`src/rtl/key_event_fifo_pkg.sv`:
```
// Shared keypad event definitions: code width, legal code range and press FSM states.
package key_event_fifo_pkg;

    localparam int KEY_W    = 4;
    localparam int NUM_KEYS = 9;
    localparam logic [KEY_W-1:0] MAX_KEY = KEY_W'(NUM_KEYS - 1);

    typedef enum logic {
        ST_IDLE = 1'b0,
        ST_HELD = 1'b1
    } press_state_e;

    function automatic logic key_is_valid(input logic [KEY_W-1:0] k);
        return k <= MAX_KEY;
    endfunction

endpackage

```
`src/rtl/key_event_fifo_sync.sv`:
```
// Multi-flop synchronizer; all bits share the same depth so code and strobe stay aligned.
module key_sync #(
    parameter int WIDTH  = 5,
    parameter int STAGES = 2
) (
    input  logic             clk,
    input  logic             reset,
    input  logic [WIDTH-1:0] d,
    output logic [WIDTH-1:0] q
);

    logic [STAGES-1:0][WIDTH-1:0] sync_q, sync_d;

    always_comb begin
        sync_d    = sync_q;
        sync_d[0] = d;
        for (int i = 1; i < STAGES; i++) begin
            sync_d[i] = sync_q[i-1];
        end
    end

    always_ff @(posedge clk) begin
        if (reset) begin
            sync_q <= '0;
        end else begin
            sync_q <= sync_d;
        end
    end

    assign q = sync_q[STAGES-1];

endmodule

```
`src/rtl/key_event_fifo.sv`:
```
// Keypad press detector feeding a first-word-fall-through event FIFO with
// sticky overflow / illegal-code flags.
module key_event_fifo
    import key_event_fifo_pkg::*;
#(
    parameter int DEPTH       = 4,
    parameter int SYNC_STAGES = 2
) (
    input  logic             clk,
    input  logic             reset,
    input  logic [KEY_W-1:0] key,
    input  logic             valid_key,
    input  logic             ev_ready,
    input  logic             ov_clear,
    output logic             ev_valid,
    output logic [KEY_W-1:0] ev_key,
    output logic [4:0]       count,
    output logic             overflow,
    output logic             bad_key
);

    localparam int PTR_W = (DEPTH > 1) ? $clog2(DEPTH) : 1;

    logic [KEY_W-1:0] key_s;
    logic             valid_s;

    key_sync #(.WIDTH(KEY_W + 1), .STAGES(SYNC_STAGES)) u_key_sync (
        .clk   (clk),
        .reset (reset),
        .d     ({valid_key, key}),
        .q     ({valid_s, key_s})
    );

    press_state_e state_q, state_d;
    logic [PTR_W-1:0] wr_ptr_q, wr_ptr_d, rd_ptr_q, rd_ptr_d;
    logic [4:0]       count_q, count_d;
    logic             overflow_q, overflow_d, bad_key_q, bad_key_d;
    logic [DEPTH-1:0][KEY_W-1:0] mem_q, mem_d;
    logic             press, code_ok, full, push, pop, ov_set, bad_set;

    always_comb begin
        state_d = state_q;
        press   = 1'b0;
        case (state_q)
            ST_IDLE: if (valid_s) begin
                state_d = ST_HELD;
                press   = 1'b1;
            end
            ST_HELD: if (!valid_s) state_d = ST_IDLE;
            default: state_d = ST_IDLE;
        endcase
    end

    always_comb begin
        code_ok = key_is_valid(key_s);
        full    = (count_q == 5'(DEPTH));
        pop     = ev_ready && (count_q != 5'd0);
        // A pop frees the slot in the same edge, so a full FIFO still accepts.
        push    = press && code_ok && (!full || pop);
        ov_set  = press && code_ok && full && !pop;
        bad_set = press && !code_ok;

        wr_ptr_d = wr_ptr_q + PTR_W'(push);
        rd_ptr_d = rd_ptr_q + PTR_W'(pop);
        count_d  = count_q + 5'(push) - 5'(pop);

        mem_d = mem_q;
        if (push) mem_d[wr_ptr_q] = key_s;

        overflow_d = ov_set  | (overflow_q & ~ov_clear);
        bad_key_d  = bad_set | (bad_key_q  & ~ov_clear);
    end

    always_ff @(posedge clk) begin
        if (reset) begin
            state_q    <= ST_IDLE;
            wr_ptr_q   <= '0;
            rd_ptr_q   <= '0;
            count_q    <= '0;
            overflow_q <= 1'b0;
            bad_key_q  <= 1'b0;
        end else begin
            state_q    <= state_d;
            wr_ptr_q   <= wr_ptr_d;
            rd_ptr_q   <= rd_ptr_d;
            count_q    <= count_d;
            overflow_q <= overflow_d;
            bad_key_q  <= bad_key_d;
        end
    end

    // Storage needs no reset: count gates visibility of every entry.
    always_ff @(posedge clk) begin
        mem_q <= mem_d;
    end

    assign ev_valid = (count_q != 5'd0);
    assign ev_key   = mem_q[rd_ptr_q];
    assign count    = count_q;
    assign overflow = overflow_q;
    assign bad_key  = bad_key_q;

endmodule
```
`config.mk`:
```
export PLATFORM = sky130hd
export DESIGN_NAME = key_event_fifo
export DESIGN_NICKNAME = d
export VERILOG_FILES = /design/src/rtl/key_event_fifo_pkg.sv /design/src/rtl/key_event_fifo_sync.sv /design/src/rtl/key_event_fifo.sv
export SDC_FILE = /design/constraint.sdc
export NUM_CORES = 1
export LEC_CHECK = 0
export CORE_MARGIN = 4
export CORE_UTILIZATION = 50
export CTS_BUF_LIST = sky130_fd_sc_hd__clkbuf_2
export CTS_CLUSTER_SIZE = 20
export DETAILED_ROUTE_END_ITERATION = 16
export PLACE_DENSITY = 0.77
export SLEW_MARGIN = 30
export SYNTH_ARGS = -nofsm -noshare
export SYNTH_HDL_FRONTEND = slang
export SYNTH_SLANG_ARGS = --single-unit
```
`constraint.sdc`:
```
create_clock -name clk -period 2.1 [get_ports clk]
set_clock_uncertainty 0.05 [all_clocks]
set_input_delay 0.63 -clock clk [delete_from_list [all_inputs] [get_ports clk]]
set_output_delay 0.63 -clock clk [all_outputs]
set_load 0.02 [all_outputs]
```
---- Word-level counts from Yosys, hierarchy flattened ----
Index checks and enable logic that the tools add are counted.
operators by class
  add/sub/neg operators ................... 4
  order comparisons ....................... 4
  equal/unequal tests ..................... 1
  muxes and demuxes ....................... 7
  bitwise gates (word level) .............. 5
  reduce and logical (&&, ||, !) cells .... 12
operators by type and width
  cell                                                               count
  bitwise mux 16 bit                                                 1
  binary-select mux 4 bit (select 2 bit)                             1
  demux 4 bit (select 2 bit)                                         1
  2-to-1 mux 4 bit                                                   2
  logical AND 1 bit                                                  7
  less-than comparator 2 x 3 -> 1 bit, second input constant         2
  adder 5 x 1 -> 5 bit                                               1
  equality test 5 x 3 -> 1 bit, second input constant                1
  nonzero test 5 bit                                                 1
  subtractor 5 x 1 -> 5 bit                                          1
  adder 2 x 1 -> 2 bit                                               2
  <= comparator 4 bit, second input constant                         1
  logical NOT 1 bit                                                  3
  AND 1 bit                                                          2
  greater-or-equal comparator 2 x 1 -> 1 bit, second input constant  1
  2-to-1 mux 1 bit                                                   2
  OR 1 bit                                                           2
  logical OR 1 bit                                                   1
  inverter 1 bit                                                     1
storage, ports and cells
  register bits ........................... 38
  input bits .............................. 9
  word-level logic and storage cells ...... 45

---- Depth between registers and ports, before layout ----
  depth in word-level cells ............... 6
  gate-level depth with buffers ........... 14
  depth with buffers taken out ............ 14

---- Hierarchy ----
A second synthesis with hierarchy kept.
unflattened totals
  cells, all modules ...................... 111
  area, all modules ....................... 1,492.7 um^2
by module, submodules not included
  module          times used  cells an instance  area each (um^2)  sequential area each (um^2)
  key_event_fifo  1           91                 1,229.9           720.7
  key_sync        1           20                 262.8             200.2

---- Least setup slack after synthesis ----
No wires, ideal clock.
  path kind ............................... register to register
  start point ............................. register count_q[1] (netlist: count[1])
  end point ............................... register count_q[4] (netlist: count[4])
  setup time .............................. 0.131 ns
  data arrival time ....................... 2.324 ns
  setup slack ............................. -0.406 ns
  stages on the path, launching flop included .. 13
  buffers on the path ..................... 0
  clock period less this slack ............ 2.506 ns
  cell sequence ........................... dfxtp_1 -> nor3_2 -> nand2_1 -> and2_1 -> ha_1 -> inv_1 -> ha_1 -> inv_1 -> fa_1 -> nor2b_1 -> o21bai_1 -> a21oi_1 -> nor3b_1
between the ends
  longest elaborated chain between the ends .. 6
ends and longest elaborated chain
  element                      RTL line              RTL
  start: declaration           key_event_fifo.sv:36  logic [4:0] count_q, count_d;
  start signal: assignment     key_event_fifo.sv:86  count_q <= count_d;
  nonzero test 5 bit *         -
  named net ev_valid           key_event_fifo.sv:15  output logic ev_valid,
  logical AND 1 bit *          key_event_fifo.sv:57  pop = ev_ready && (count_q != 5'd0);
  logical OR 1 bit             key_event_fifo.sv:59  push = press && code_ok && (!full || pop);
  logical AND 1 bit            key_event_fifo.sv:59
  adder 5 x 1 -> 5 bit         key_event_fifo.sv:65  count_d = count_q + 5'(push) - 5'(pop);
  subtractor 5 x 1 -> 5 bit *  key_event_fifo.sv:65
Mark *: on every way through the listed nets, which the timed path passes. The rest lies on a longest branch.
A chain may end at the register's enable or synchronous reset.

---- Worst setup path after layout ----
  start point ............................. register u_key_sync.sync_q (netlist bit u_key_sync.q[0])
  end point ............................... register count_q[4] (netlist: count[4])
between the ends
  longest elaborated chain between the ends .. 5
ends and longest elaborated chain
  element                         RTL line                   RTL
  start: declaration              key_event_fifo_sync.sv:12  logic [STAGES-1:0][WIDTH-1:0] sync_q, sync_d;
  start signal: assignment        key_event_fifo_sync.sv:26  sync_q <= sync_d;
  <= comparator 4 bit             key_event_fifo_pkg.sv:14   return k <= MAX_KEY;
  logical AND 1 bit (2 in a row)  key_event_fifo.sv:59
  adder 5 x 1 -> 5 bit            key_event_fifo.sv:65
  subtractor 5 x 1 -> 5 bit       key_event_fifo.sv:65
Every way passes these cells.

==> impl_metrics.yaml <==
run_status:
  status: "finished, violations left"
  violations: "negative setup slack"
final_layout:
  layout-drive-gt1-share: 0.457
  diodes: 0
  final_util: 0.750
  syn_to_final_growth_pct: 40.6
  layout_commonest_cell: "buf_4"
  final_cell_mix: "buf_4, edfxtp_1, nor2b_1, dfxtp_1"
  fin_cells: 195
  nets: 181
synth:
  synth_edf_count: 16
  yosysSeqAreaShare: 0.615
  ys.flop_type: "dfxtp_1"
  syn_nets: 130
  netlist_area_um2: 1500
  synthCells: 112
  yosysWarnings: 0
  yosys_register_bits: 38
  ys_types: 31
  synth-async-reset-ratio: 0
  syn_area_per_cell_um2: 13.4
setup_path:
  reg2reg_depth: 12
  worstPathCellList: "o31a_1 > nor2_2 > nand2_4 > ha_4 > inv_2 > ha_4 > inv_2 > fa_2 > nor2b_2 > o21bai_1 > a21oi_1 > nor3b_2"
  critical_path_depth: 12
  slowest_stage: "dfxtp_2"
  cp-end-kind: "register"
  cpPeakStageDelay_ns: 0.35
  reg2reg_slack_ns: -0.16
  cp.buffers_inverters: 2
  rr_startpoint: "u_key_sync.q[0]"
  cp_data_arrival_time_ns: 2.49
  path_delay_family: "adder cells"
  crit_path_start_kind: "register"
  r2r_end: "count[4]"
  crit_type: "register to register"
  worstPathRequired_ns: 2.32
  critPathMaxFanout: 2
power_and_ir_drop:
  p_total_w: 0.00235
  p_per_area_nw_per_um2: 1120
  p_leak_nw: 0.875
  ir_worst_vdd_mv: 0.826
timing:
  rsz0062_at_grt: "true"
  hold_violations: 0
  period_share: 1.08
  tns_ns: -0.956
  fmax_mhz: 442
  fin_crit_ns: 2.26
  drv_slew: 0
  setup_violations: 19
  maxSlewHeadroom: 0.779
  worstMarginPinSlew_ns: 0.327
  setup_ws_ns: -0.161
floorplanning:
  initial_core_util: 0.533
  rows: 19
  dieArea_um2: 3930
  ios: 21
  die_x_um: 62.7
  core_um2: 2810
  die_y_um: 62.7
route:
  wl_per_cell_um: 15.2
  final_antenna_net_count: 0
  dr.pass1.iters: 4
  drt_iter0_drc: 24
  routed_via_density: 5.20
  routed_wl_mm: 2.97
  num_vias: 1014
  drc: 0
global_routing:
  gr-total-overflow: 0
  grt_pass1_vias: 1064
  antenna_found_initial: 0
  grt_pass1_wl_mm: 4.79
  grt_max_degree: 16
  grt_usage: 0.162
placement:
  portBuffers: 20
  place.gp.congestion: 0.751
  dp_slack_ns: -0.744
  hpwl_mm: 2.07
  dp_cells: 179
clocking:
  ctsHoldBuffers: 0
  clkLatencyLatePin_ns: 0.35
  clk_path_buf_depth: 2
  clkSlewWorstSetupHoldPaths_ns: 0.17
  clock-sinks: 38
  htree_levels: 2
  root_buffer: "clkbuf_2"
  cts_tree: "done"
  cts_buffers: 5
hold_path:
  holdPathEnd: "u_key_sync.q[0]"
  hp-start: "u_key_sync.sync_d[5]"
  min_path_cells: 1
  hold_path_class: "register to register"
job:
  maxCapViolCount: 0
[layout make-up]
cell class,count,area (um^2)
clock inverter,1,3.75
fill,187,701
inverter,8,35.0
tap,31,38.8
timing repair buffer,46,414
multi-input combinational,64,641
clock buffer,7,35.0
sequential,38,937
[report_power, final]
group	switching, W	total, W	internal [W]	leakage (nW)
sequential	0.0000658	0.000927	0.000861	0.331
clock	0.000211	0.000301	0.0000894	0.0306
combinational	0.000521	0.00112	0.000602	0.513
[metrics by stage]
stage / hold slack, ns / cell area [um^2]
floorplan: 0.364 / 1570
global placement: 0.372 / 1950
detailed placement: 0.379 / 1950
CTS: 0.389 / 2050
global route: 0.396 / 2100
finish: 0.384 / 2100
[Yosys cell counts, types with 2 or more instances]
| cell type | count | area share |
|---|---|---|
| edfxtp_1 | 16 | 0.32 |
| a21oi_1 | 3 | 0.010 |
| ha_1 | 8 | 0.067 |
| mux4_2 | 4 | 0.060 |
| xnor2_1 | 3 | 0.018 |
| inv_1 | 7 | 0.018 |
| nor2b_1 | 16 | 0.067 |
| dfxtp_1 | 22 | 0.29 |
| nand2_1 | 2 | 0.0050 |
| clkbuf_1 | 2 | 0.0050 |
| nor2_1 | 5 | 0.013 |
| nand2b_1 | 2 | 0.0084 |
| nor3_1 | 3 | 0.010 |
| nor3b_1 | 2 | 0.010 |
[how the worst max path moves through the flow]
stage	start	end	slack (ns)
floorplan	count[4]	count[4]	-0.12
global placement	ev_ready	count[4]	-0.63
detailed placement	ev_ready	count[4]	-0.74
CTS	count[2]	count[4]	-0.14
global route	u_key_sync.q[0]	count[4]	-0.26
finish	u_key_sync.q[0]	count[4]	-0.16
[routing by layer]
layer,part of all wire,track usage
met5,0,0
met4,0.028,0.0799
met3,0.033,0.0558
met2,0.54,0.302
met1,0.40,0.157
[state kept, by name, indices dropped and copies added, names as in the netlist]
signal,flops
u_key_sync.sync_d,5
state_q,1
wr_ptr_q,2
u_key_sync.q,5
overflow,1
mem_q,16
rd_ptr_q,2
count,5
bad_key,1
[logic make-up (layout without fill, tap and decap cells)]
| kind of cell | after synthesis | in the layout | share of synthesized area |
|---|---|---|---|
| fa+ha+maj | 9 | 9 | 0.0803 |
| flops | 38 | 38 | 0.615 |
| xor+xnor | 4 | 4 | 0.0234 |
| buf+inv | 10 | 62 | 0.0251 |
| compound gates | 7 | 7 | 0.0318 |
| simple gates | 40 | 40 | 0.164 |
| mux | 4 | 4 | 0.0602 |
[repair_timing]
item / 4_1_cts / 5_1_grt
pin swaps: 6 / 7
resized for setup: 36 / 15
setup endpoints to repair: 13 / 28
gates cloned: 0 / 0
setup buffers: 6 / 2
Power figures use the tool's default switching activity.
